`config.mk`:
```
export PLATFORM = sky130hd
export DESIGN_NAME = mem_fill_engine
export DESIGN_NICKNAME = d
export VERILOG_FILES = /design/src/rtl/mem_fill_engine.sv
export SDC_FILE = /design/constraint.sdc
export NUM_CORES = 1
export LEC_CHECK = 0
export CAP_MARGIN = 20
export CORE_MARGIN = 5
export CORE_UTILIZATION = 54
export CTS_BUF_LIST = sky130_fd_sc_hd__clkbuf_16
export DETAILED_ROUTE_END_ITERATION = 6
export PLACE_DENSITY = 0.84
export SLEW_MARGIN = 20
export SYNTH_ARGS = -nofsm -noshare
export SYNTH_HDL_FRONTEND = slang
export SYNTH_SLANG_ARGS = --single-unit
```
`constraint.sdc`:
```
create_clock -name clk -period 4.8 [get_ports clk]
set_input_delay 0.96 -clock clk [delete_from_list [all_inputs] [get_ports clk]]
set_output_delay 0.96 -clock clk [all_outputs]
set_load 0.005 [all_outputs]
```
`src/rtl/mem_fill_engine.sv`:
```
// Memory initialiser: writes DEPTH words from address 0 with a run-time selectable pattern.
// Optional read-back check of the filled words is compiled in with MEM_FILL_ENGINE_VERIFY_EN.
module mem_fill_engine #(
    parameter int ADDR_W = 8,
    parameter int DATA_W = 8,
    parameter int DEPTH  = 256
) (
    input  logic              clk,
    input  logic              reset_n,
    input  logic              start,
    input  logic [1:0]        mode,
    input  logic [DATA_W-1:0] fill_value,
    input  logic [DATA_W-1:0] q,
    output logic [ADDR_W-1:0] address,
    output logic [DATA_W-1:0] data,
    output logic              wren,
    output logic              busy,
    output logic              done,
    output logic              error
);

    // One extra counter bit lets DEPTH == 2**ADDR_W terminate without wrapping.
    localparam int CW = ADDR_W + 1;
    localparam logic [CW-1:0] LAST = CW'(DEPTH - 1);

    typedef enum logic [1:0] {
        S_IDLE   = 2'd0,
        S_FILL   = 2'd1,
        S_VERIFY = 2'd2,
        S_DONE   = 2'd3
    } state_t;

    state_t            state_q, state_d;
    logic [CW-1:0]     cnt_q, cnt_d;
    logic [1:0]        mode_q, mode_d;
    logic [DATA_W-1:0] fill_q, fill_d;
    logic [ADDR_W-1:0] address_q, address_d;
    logic [DATA_W-1:0] data_q, data_d;
    logic              wren_q, wren_d;
    logic              busy_q, busy_d;
    logic              done_q, done_d;

    function automatic logic [DATA_W-1:0] pattern(
        input logic [1:0]        m,
        input logic [DATA_W-1:0] fv,
        input logic [CW-1:0]     k
    );
        logic [CW-1:0] desc;
        desc = LAST - k;
        case (m)
            2'd0:    pattern = DATA_W'(k);
            2'd1:    pattern = fv;
            2'd2:    pattern = DATA_W'(desc);
            default: pattern = DATA_W'(k) ^ fv;
        endcase
    endfunction

`ifdef MEM_FILL_ENGINE_VERIFY_EN
    localparam logic [CW-1:0] ENDV = CW'(DEPTH);

    logic              error_q, error_d;
    logic              vld_p1_q, vld_p1_d;
    logic [DATA_W-1:0] exp_p1_q, exp_p1_d;
`else
    logic unused_q;
    assign unused_q = ^q;
`endif

    always_comb begin
        state_d   = state_q;
        cnt_d     = cnt_q;
        mode_d    = mode_q;
        fill_d    = fill_q;
        address_d = address_q;
        data_d    = data_q;
        wren_d    = 1'b0;
        busy_d    = 1'b0;
        done_d    = 1'b0;
`ifdef MEM_FILL_ENGINE_VERIFY_EN
        // Read issued last cycle returns now; compare against its expected word.
        error_d  = error_q | (vld_p1_q && (q != exp_p1_q));
        vld_p1_d = (state_q == S_VERIFY) && start && (cnt_q != ENDV);
        exp_p1_d = pattern(mode_q, fill_q, cnt_q);
`endif

        case (state_q)
            S_IDLE: begin
                if (start) begin
                    mode_d    = mode;
                    fill_d    = fill_value;
                    cnt_d     = '0;
                    address_d = '0;
                    data_d    = pattern(mode, fill_value, '0);
                    wren_d    = 1'b1;
                    busy_d    = 1'b1;
                    state_d   = S_FILL;
`ifdef MEM_FILL_ENGINE_VERIFY_EN
                    error_d   = 1'b0;
`endif
                end
            end

            S_FILL: begin
                if (!start) begin
                    state_d = S_IDLE;
                end else if (cnt_q == LAST) begin
`ifdef MEM_FILL_ENGINE_VERIFY_EN
                    state_d   = S_VERIFY;
                    cnt_d     = '0;
                    address_d = '0;
                    busy_d    = 1'b1;
`else
                    state_d   = S_DONE;
                    done_d    = 1'b1;
`endif
                end else begin
                    cnt_d     = cnt_q + 1'b1;
                    address_d = ADDR_W'(cnt_q + 1'b1);
                    data_d    = pattern(mode_q, fill_q, cnt_q + 1'b1);
                    wren_d    = 1'b1;
                    busy_d    = 1'b1;
                end
            end

`ifdef MEM_FILL_ENGINE_VERIFY_EN
            S_VERIFY: begin
                if (!start) begin
                    state_d = S_IDLE;
                end else if (cnt_q == ENDV) begin
                    state_d = S_DONE;
                    done_d  = 1'b1;
                end else begin
                    // Final cycle only waits for the last read to return.
                    busy_d = 1'b1;
                    cnt_d  = cnt_q + 1'b1;
                    if (cnt_q != LAST) begin
                        address_d = ADDR_W'(cnt_q + 1'b1);
                    end
                end
            end
`endif

            S_DONE: begin
                if (!start) begin
                    state_d = S_IDLE;
                end else begin
                    done_d = 1'b1;
                end
            end

            default: state_d = S_IDLE;
        endcase
    end

    always_ff @(posedge clk) begin
        if (!reset_n) begin
            state_q   <= S_IDLE;
            cnt_q     <= '0;
            mode_q    <= '0;
            fill_q    <= '0;
            address_q <= '0;
            data_q    <= '0;
            wren_q    <= 1'b0;
            busy_q    <= 1'b0;
            done_q    <= 1'b0;
        end else begin
            state_q   <= state_d;
            cnt_q     <= cnt_d;
            mode_q    <= mode_d;
            fill_q    <= fill_d;
            address_q <= address_d;
            data_q    <= data_d;
            wren_q    <= wren_d;
            busy_q    <= busy_d;
            done_q    <= done_d;
        end
    end

`ifdef MEM_FILL_ENGINE_VERIFY_EN
    // Stage p1: expected word aligned with the RAM read latency.
    always_ff @(posedge clk) begin
        if (!reset_n) begin
            error_q  <= 1'b0;
            vld_p1_q <= 1'b0;
        end else begin
            error_q  <= error_d;
            vld_p1_q <= vld_p1_d;
        end
    end

    always_ff @(posedge clk) begin
        exp_p1_q <= exp_p1_d;
    end

    assign error = error_q;
`else
    assign error = 1'b0;
`endif

    assign address = address_q;
    assign data    = data_q;
    assign wren    = wren_q;
    assign busy    = busy_q;
    assign done    = done_q;

endmodule
```
==> metrics list, run 1 <==
- Hold timing on the final database bottoms out at a slack of around 0.47 ns.
- Tracing the worst setup path back leads to its startpoint at start.
* Clock-pin transition on the worst setup and hold timing paths: around 0.05 ns
* Chip height: between 60 and 70 um
- After synthesis, flip-flops and latches occupy between 30 and 40% of the total area.
- Reported leakage power: approximately 0.79 nW
- At the worst endpoint, the required time is 4.97 ns.
- Max-cap violations in this run came to 0.
- Area of combinational cells with multiple inputs: about 1100 um2
- Number of different library cells in the post-synthesis netlist: between 50 and 60
- Kind of capture point of the worst setup path: flop
- Period utilisation layout: a little under three fifths
- Area growth syn-to-layout: 18.7%
- After synthesis the netlist holds a flip-flop and latch count of 31.
- Across the VDD grid, the largest voltage drop is 0.000264 V.
- After global routing the overflow that remains totals 0.
- DR pass1 iterations: 5
- Area after detailed placement: around 2100 um2
- The core region is around 3400 um2.
* Crit path setup slack, layout: about 2.1 ns
- Post-CTS Hold Buffers: 0
* Primary FF master, synth: sky130_fd_sc_hd__dfxtp_1
* Number of synthesis warnings: 0
* # rows: 21
- The startpoint identified for the worst hold timing path is data[0]$_SDFFE_PN0P_.
- Clock Skew: 0.00446 ns
- Pwr per Cell Area: roughly 300 nW/um2
- Final-report max-slew violation count: 0
* Via count: approximately 1.7k
* Total Routing Usage GR: 19.4%
- The final layout contains routed wiring with a total length of between 4 and 5 mm.
* CP startpoint kind: input pin
- First-pass GRT wire length: roughly 7.7 mm
- Clock buffer count from CTS: 5
- The run finished with clean final reports.
- Area of all placed cells without fillers: 2230 um2
- Pwr Total: 0.656 mW
- The congestion estimate from routability-driven global placement came to around 0.93.
* Filler Cell Count: between 200 and 300
* Number of diodes: 0
- For the worst flop-to-flop path, the logic depth is 7.
- At the end of the flow, the number of nets in the layout was 265.
- The worst hold path passes through 2 cells.
- The startpoint identified for the worst register-to-register timing path is cnt_q[0]$_SDFFE_PN0P_.
- Buffers added to address setup during post-CTS repair amount to 0.
- The biggest area contributor in the post-synthesis netlist is sky130_fd_sc_hd__dfxtp_1.
- Data on the critical path arrives at its endpoint at slightly below 3 ns.
- Number of I/O port buffers: 31
* Class of the most critical hold timing path: reg -> reg
* Number of gates given a new drive strength after cts: 0
- At the later pin of the worst-skew pair, clock insertion delay measures roughly 0.28 ns.
- The worst hold path terminates at data[0]$_SDFFE_PN0P_.
- Along the worst path, the maximum fanout reaches 12.
- Synthesis produced a netlist with a net count of about 250.
* Per-cell via count in the routed design: 6.08
- The clock passes through at most 2 buffers.
- Synth area leaders: sky130_fd_sc_hd__dfxtp_1, sky130_fd_sc_hd__mux2i_1, sky130_fd_sc_hd__nor2b_1
* Antenna Nets Post-Route: 0
- Final setup fails: 0
- The via count of the first global-routing pass was around 1.6k.
* Root cell of the clock tree: sky130_fd_sc_hd__clkbuf_16
- Summed over all failing endpoints, the final setup total negative slack is 0 ns.
- Largest net degree at the start of global routing: 30
* Die Area: approximately 4800 um2
- FF/Latch Area: 621 um2
* Detailed Place HPWL: ~3.0 mm
- For the pin with the worst max-slew slack, the measured transition is 1.00 ns.
- For this configuration, the core starts out at a cell density of between 50% and 60%.
* Detailed router's first-iteration violation count: roughly 170
* Initial antenna violation count: 0
* Post-synthesis average cell area: just over 8 um2
* Shortest period the worst path allows: about 2.7 ns
- Worst setup slack for register-to-register paths: ~2.2 ns
* Number of flops mapped to enable cells by yosys: 0
- Area share of the leading cell type in the synthesized netlist: between 30% and 40%
- The H-tree was split into 2 levels.
- Number of top-level pins: 41
- Headroom to the max-slew limit came out at roughly 33%.
- In this run the cell area of the synthesized design comes to around 1900 um2.
- TritonCTS built the clock tree.
- Setup Crit Path Kind: in -> reg
* Highest attainable clock frequency: 367 MHz
- Layout cell share with drive strength beyond 1: roughly 5.4%
* Share of synthesized flip-flops with an asynchronous set or reset: 0%
* DRC violation count after routing: 0
- The floorplan step set the die width to 69.0 um.
* Wirelength per Cell: roughly 16 um
- Synthesis handed over a netlist of 229 instances.
- The worst register-to-register path ends at cnt_q[4]$_SDFFE_PN0P_.
* Unrepaired setup endpoints after global routing: no
- Clk sink count: 31
- Pre-CTS WS: 1.86 ns
- The number of hold violations in the final report came to 0.
## cell type report
cell class | count | share of cell area, %
tap | 46 | 2.58
multi-input combinational | 168 | 49.1
timing repair buffer | 31 | 13.9
sequential | 31 | 27.8
inverter | 5 | 0.841
clock inverter | 1 | 0.168
clock buffer | 5 | 5.61
## through the flow
step | utilization, % | cells
2_1_floorplan | - | 229
3_3_place_gp | 62.5 | 281
3_5_place_dp | 62.5 | 281
4_1_cts | 66.4 | 287
5_1_grt | 66.4 | 287
6_report | 66.4 | 287
## cells in the final DEF (no fill, tap or decap), drive strengths merged, types with 2 or more instances in the layout
| cell | Yosys | final |
|---|---|---|
| nor2b | 18 | 18 |
| a221oi | 3 | 3 |
| o21ai | 16 | 16 |
| or4 | 2 | 2 |
| o2bb2ai | 2 | 2 |
| nor4 | 3 | 3 |
| inv | 5 | 6 |
| clkbuf | 9 | 5 |
| o21a | 5 | 5 |
| ha | 2 | 2 |
| nand4b | 3 | 3 |
| mux2i | 12 | 12 |
| clkdlybuf4s50 | 0 | 31 |
| a211oi | 3 | 3 |
| dfxtp | 31 | 31 |
| nor2 | 9 | 9 |
| nand2b | 6 | 6 |
| or3 | 3 | 3 |
| o211ai | 2 | 2 |
| o21bai | 2 | 2 |
| a21oi | 15 | 15 |
| nand2 | 18 | 18 |
| nand3 | 5 | 5 |
| nand4 | 4 | 4 |
| a21boi | 6 | 6 |
| a31oi | 2 | 2 |
| a311o | 2 | 2 |
| nor3 | 7 | 7 |
## Yosys cell counts, types with 3 or more instances
cell type	instances
sky130_fd_sc_hd__nor3_1	7
sky130_fd_sc_hd__clkbuf_1	9
sky130_fd_sc_hd__nor4_1	3
sky130_fd_sc_hd__o21a_1	5
sky130_fd_sc_hd__buf_4	13
sky130_fd_sc_hd__o21ai_0	16
sky130_fd_sc_hd__nor2b_1	18
sky130_fd_sc_hd__nand2b_1	6
sky130_fd_sc_hd__nand4b_1	3
sky130_fd_sc_hd__inv_1	5
sky130_fd_sc_hd__nand3_1	5
sky130_fd_sc_hd__nand4_1	3
sky130_fd_sc_hd__a221oi_1	3
sky130_fd_sc_hd__a21boi_0	5
sky130_fd_sc_hd__a21oi_1	15
sky130_fd_sc_hd__dfxtp_1	31
sky130_fd_sc_hd__nand2_1	18
sky130_fd_sc_hd__mux2i_1	12
sky130_fd_sc_hd__nor2_1	8
sky130_fd_sc_hd__a211oi_1	3
## worst max-delay path: stages
cell and delay (ns):
sky130_fd_sc_hd__clkdlybuf4s50_1 0.56, sky130_fd_sc_hd__nand2b_1 0.13, sky130_fd_sc_hd__a21oi_1 0.79, sky130_fd_sc_hd__a21boi_0 0.22, sky130_fd_sc_hd__o21a_1 0.23
## worst max-delay path by stage
stage	to	slack, ns	depth (start not counted)
detailed placement	cnt_q[7]$_SDFFE_PN0P_	1.86	5
finish	cnt_q[7]$_SDFFE_PN0P_	2.08	5
global route	cnt_q[3]$_SDFFE_PN0P_	2.01	5
CTS	cnt_q[7]$_SDFFE_PN0P_	2.13	5
global placement	cnt_q[7]$_SDFFE_PN0P_	1.84	5
floorplan	data[5]$_SDFFE_PN0P_	2.72	6
## power by group
| group | switching [mW] | internal, mW |
|---|---|---|
| combinational | 0.0401 | 0.0439 |
| clock | 0.106 | 0.184 |
| sequential | 0.0122 | 0.269 |
## logic make-up (layout without fill, tap and decap cells)
group                      after synthesis  in the layout  share of synthesized area, %
DFF                                     31             31                          33.0
xor gates and xnor gates                 1              1                         0.466
and+or+nand+nor                         85             85                          26.0
AOI/OAI and AO/OA                       66             66                          23.3
buffers and inverters                   30             42                          8.72
other                                    1              1                         0.199
muxes                                   13             13                          6.99
adders and majority gates                2              2                          1.33
## sequential cells by signal, summed over array words and instances (netlist names)
name / flops
done: 1
data: 8
busy: 1
fill_q: 8
mode_q: 2
state_q: 2
cnt_q: 9
## per-layer routing
layer | vias up | share of wire, % | GRT usage (%)
met1 | 826 | 46 | 24.7
li1 | 849 | - | -
met4 | 0 | 1.2 | 8.03
met2 | 62 | 45 | 31.3
met3 | 7 | 7.6 | 4.51
met5 | - | 0 | 0
Note: power is estimated with default switching activity, not from simulation.
==> inputs of run 2 (changes only) <==
Settings changed: CORE_UTILIZATION 54 to 46, PLACE_DENSITY 0.84 to 0.76.
Clock period 4.8 ns to 2.3 ns, I/O delays scaled along.
==> run 2 against run 1 <==
Total power increased by 110%. Sequential power increased by 110%. Critical endpoint is now data[6]$_SDFFE_PN0P_. Largest cell class unchanged. Largest power group unchanged. Clock power increased by 110%. Worst setup slack got worse by 1.8 ns.
==> metrics list, run 2 (synthesis results as in run 1) <==
- After detailed routing, the total wire length is 4.86 mm.
- Core footprint: around 4000 um2
- The number of antenna violations at the first check in global routing is 0.
- Net switching is ~24% of the power.
- Clock-pin slew was measured on the worst setup and hold paths at 0.05 ns.
- Number of diodes: 0
* Number of post-CTS setup repair buffers: 0
* Clock buffer count from CTS: 5
- For this run, the post-layout net count is between 200 and 300.
* Initial standard-cell utilization of the core: a little under half
* Detailed Place HPWL: 3.48 mm
- Total Routing Usage GR: a little under a fifth
* Critical path fanouts, max: 6
* Class of the most critical hold timing path: reg -> reg
- Clock tree from TritonCTS: done
* Via count: around 1.8k
- Once layout is complete, the utilization of the core stands at 60.3%.
* Setup Crit Path Kind: reg -> reg
* # rows: 23
- DRC violation count after routing: 0
- The worst path meets setup with roughly 0.31 ns of slack.
* Total placed cells including tap cells: slightly above 300
* Most flop-heavy register: cnt_q
- Chip height: around 74 um
- Horizontal die dimension: around 74 um
* Detailed router's first-iteration violation count: between 100 and 150
* Total internal power: between 1 and 1.5 mW
- Layout cell share with drive strength beyond 1: around 13%
- Met3 Usage GRT: between 6 and 7%
- Per report_power, the combinational group accounts for ~15% of the total.
- Clock latency of the later-clocked register in the worst-skew pair: around 0.28 ns
- Total count of hold-check failures in the final report: 0
- Pwr per Cell Area: 584 nW/um2
- Area of all placed cells without fillers: around 2400 um2
- Dividing the detail-routed wire length by the instance count gives ~16 um.
- Layer with the highest usage: met2
- Run status: complete, no violations
- Die Area: 5470 um2
- Per-cell via count in the routed design: ~5.8
- The first TritonRoute pass finished after 4 iterations.
* Root cell of the clock tree: sky130_fd_sc_hd__clkbuf_16
- Post-Layout Cell Count: ~310
- In the global route stage, met2 resource usage came out at slightly below 30%.
* Met1 capacity usage during global routing: approximately a quarter
- Commonest non-fill, non-tap cells in the layout: sky130_fd_sc_hd__dfxtp_1, sky130_fd_sc_hd__clkdlybuf4s50_1, sky130_fd_sc_hd__buf_4
- The number of hold buffers added after CTS was 0.
* Number of flip-flops under the largest register name: 9
- Total negative setup slack: 0 ns
- Highest attainable clock frequency: ~500 MHz
- Clock Skew: between 0.005 and 0.006 ns
* Required @ worst endpoint: between 2 and 2.5 ns
* Shortest period the worst path allows: 1.99 ns
* Number of gates given a new drive strength after cts: 0
- The clock net in this run drives a total of 31 sinks.
- Relative to the synthesized area, the layout overhead comes to 27.3%.
- Data arrival time of the critical path: between 2 and 2.5 ns
- Sequential cells burn 41.4% of the power.
- Net switching power figure: between 0.3 and 0.4 mW
- The worst setup path is captured at a flop.
- The total overflow left after global routing is 0.
* Max VDD drop: around 0.0005 V
- Setup violations remaining at the end of the flow were counted as 0.
* Pre-CTS WS: just over 0.3 ns
* Largest net degree at the start of global routing: 17
- The first global-routing pass estimated roughly 8 mm of wire.
* Final-report max-slew violation count: 0
* Filler Cell Count: roughly 360
- In this run the number of H-tree levels came out at 2.
- Reported leakage power: 0.891 nW
* Antenna Nets Post-Route: 0
- Clk network pwr share: approximately 44%
- CP startpoint kind: flop
- Summing all placed instances gives a cell area of between 2000 and 2500 um2.
- CTS Buffer Depth: 2
- GP Congestion: roughly 0.94
- The via count of the first global-routing pass is between 1.5k and 2k.
* Number of top-level pins: between 40 and 50
* Period utilisation layout: between 80% and 90%
- Number of I/O port buffers: 31
* Number of max-cap violations: 0
- Setup repair after global routing left no endpoint under its margin.
run 2: cell count changes in the layout (fill, tap and decap cells not counted):
cell,delta
sky130_fd_sc_hd__buf_4,+20
sky130_fd_sc_hd__clkinv_1,+2
run 2: final cells by class:
cell class | count | area (um2) | share of cell area, %
clock buffer | 5 | 125 | 5.22
clock inverter | 3 | 11.3 | 0.470
inverter | 5 | 18.8 | 0.784
multi-input combinational | 168 | 1100 | 45.8
sequential | 31 | 621 | 25.9
tap | 50 | 62.6 | 2.61
timing repair buffer | 51 | 460 | 19.2
run 2: worst paths after layout:
| check | startpoint | to | slack [ns] | cells after the start |
|---|---|---|---|---|
| hold / removal | data[0]$_SDFFE_PN0P_ | data[0]$_SDFFE_PN0P_ | 0.46 | 2 |
| hold reg to reg | data[0]$_SDFFE_PN0P_ | data[0]$_SDFFE_PN0P_ | 0.46 | 2 |
| setup / recovery | cnt_q[1]$_SDFFE_PN0P_ | data[6]$_SDFFE_PN0P_ | 0.31 | 6 |
| setup reg to reg | cnt_q[1]$_SDFFE_PN0P_ | data[6]$_SDFFE_PN0P_ | 0.31 | 6 |
run 2: power by group through the flow:
| stage | Sequential (mW) | Clock (mW) | Combinational (mW) |
|---|---|---|---|
| floorplan | 0.586 | 0 | 0.115 |
| global placement | 0.589 | 0 | 0.200 |
| detailed placement | 0.590 | 0 | 0.202 |
| CTS | 0.579 | 0.627 | 0.204 |
| global route | 0.582 | 0.657 | 0.226 |
| finish | 0.579 | 0.613 | 0.206 |
run 2: worst max-delay path, stage by stage, from the launching register on:
cell and delay, ns:
sky130_fd_sc_hd__dfxtp_1 0.43, sky130_fd_sc_hd__ha_1 0.22, sky130_fd_sc_hd__buf_4 0.16, sky130_fd_sc_hd__nand4_2 0.18, sky130_fd_sc_hd__or3_1 0.39, sky130_fd_sc_hd__a311o_1 0.32, sky130_fd_sc_hd__a211oi_1 0.21
run 2: per-stage QoR:
step / power, mW / hold slack, ns
2_1_floorplan: 0.701 / 0.460
3_3_place_gp: 0.789 / 0.456
3_5_place_dp: 0.792 / 0.460
4_1_cts: 1.41 / 0.466
5_1_grt: 1.46 / 0.511
6_report: 1.40 / 0.460
run 2: metal layers:
| layer | routed length [um] | up-vias |
|---|---|---|
| li1 | - | 890 |
| met1 | 2200 | 849 |
| met2 | 2170 | 75 |
| met3 | 399 | 9 |
| met4 | 92 | 0 |
| met5 | 0 | - |
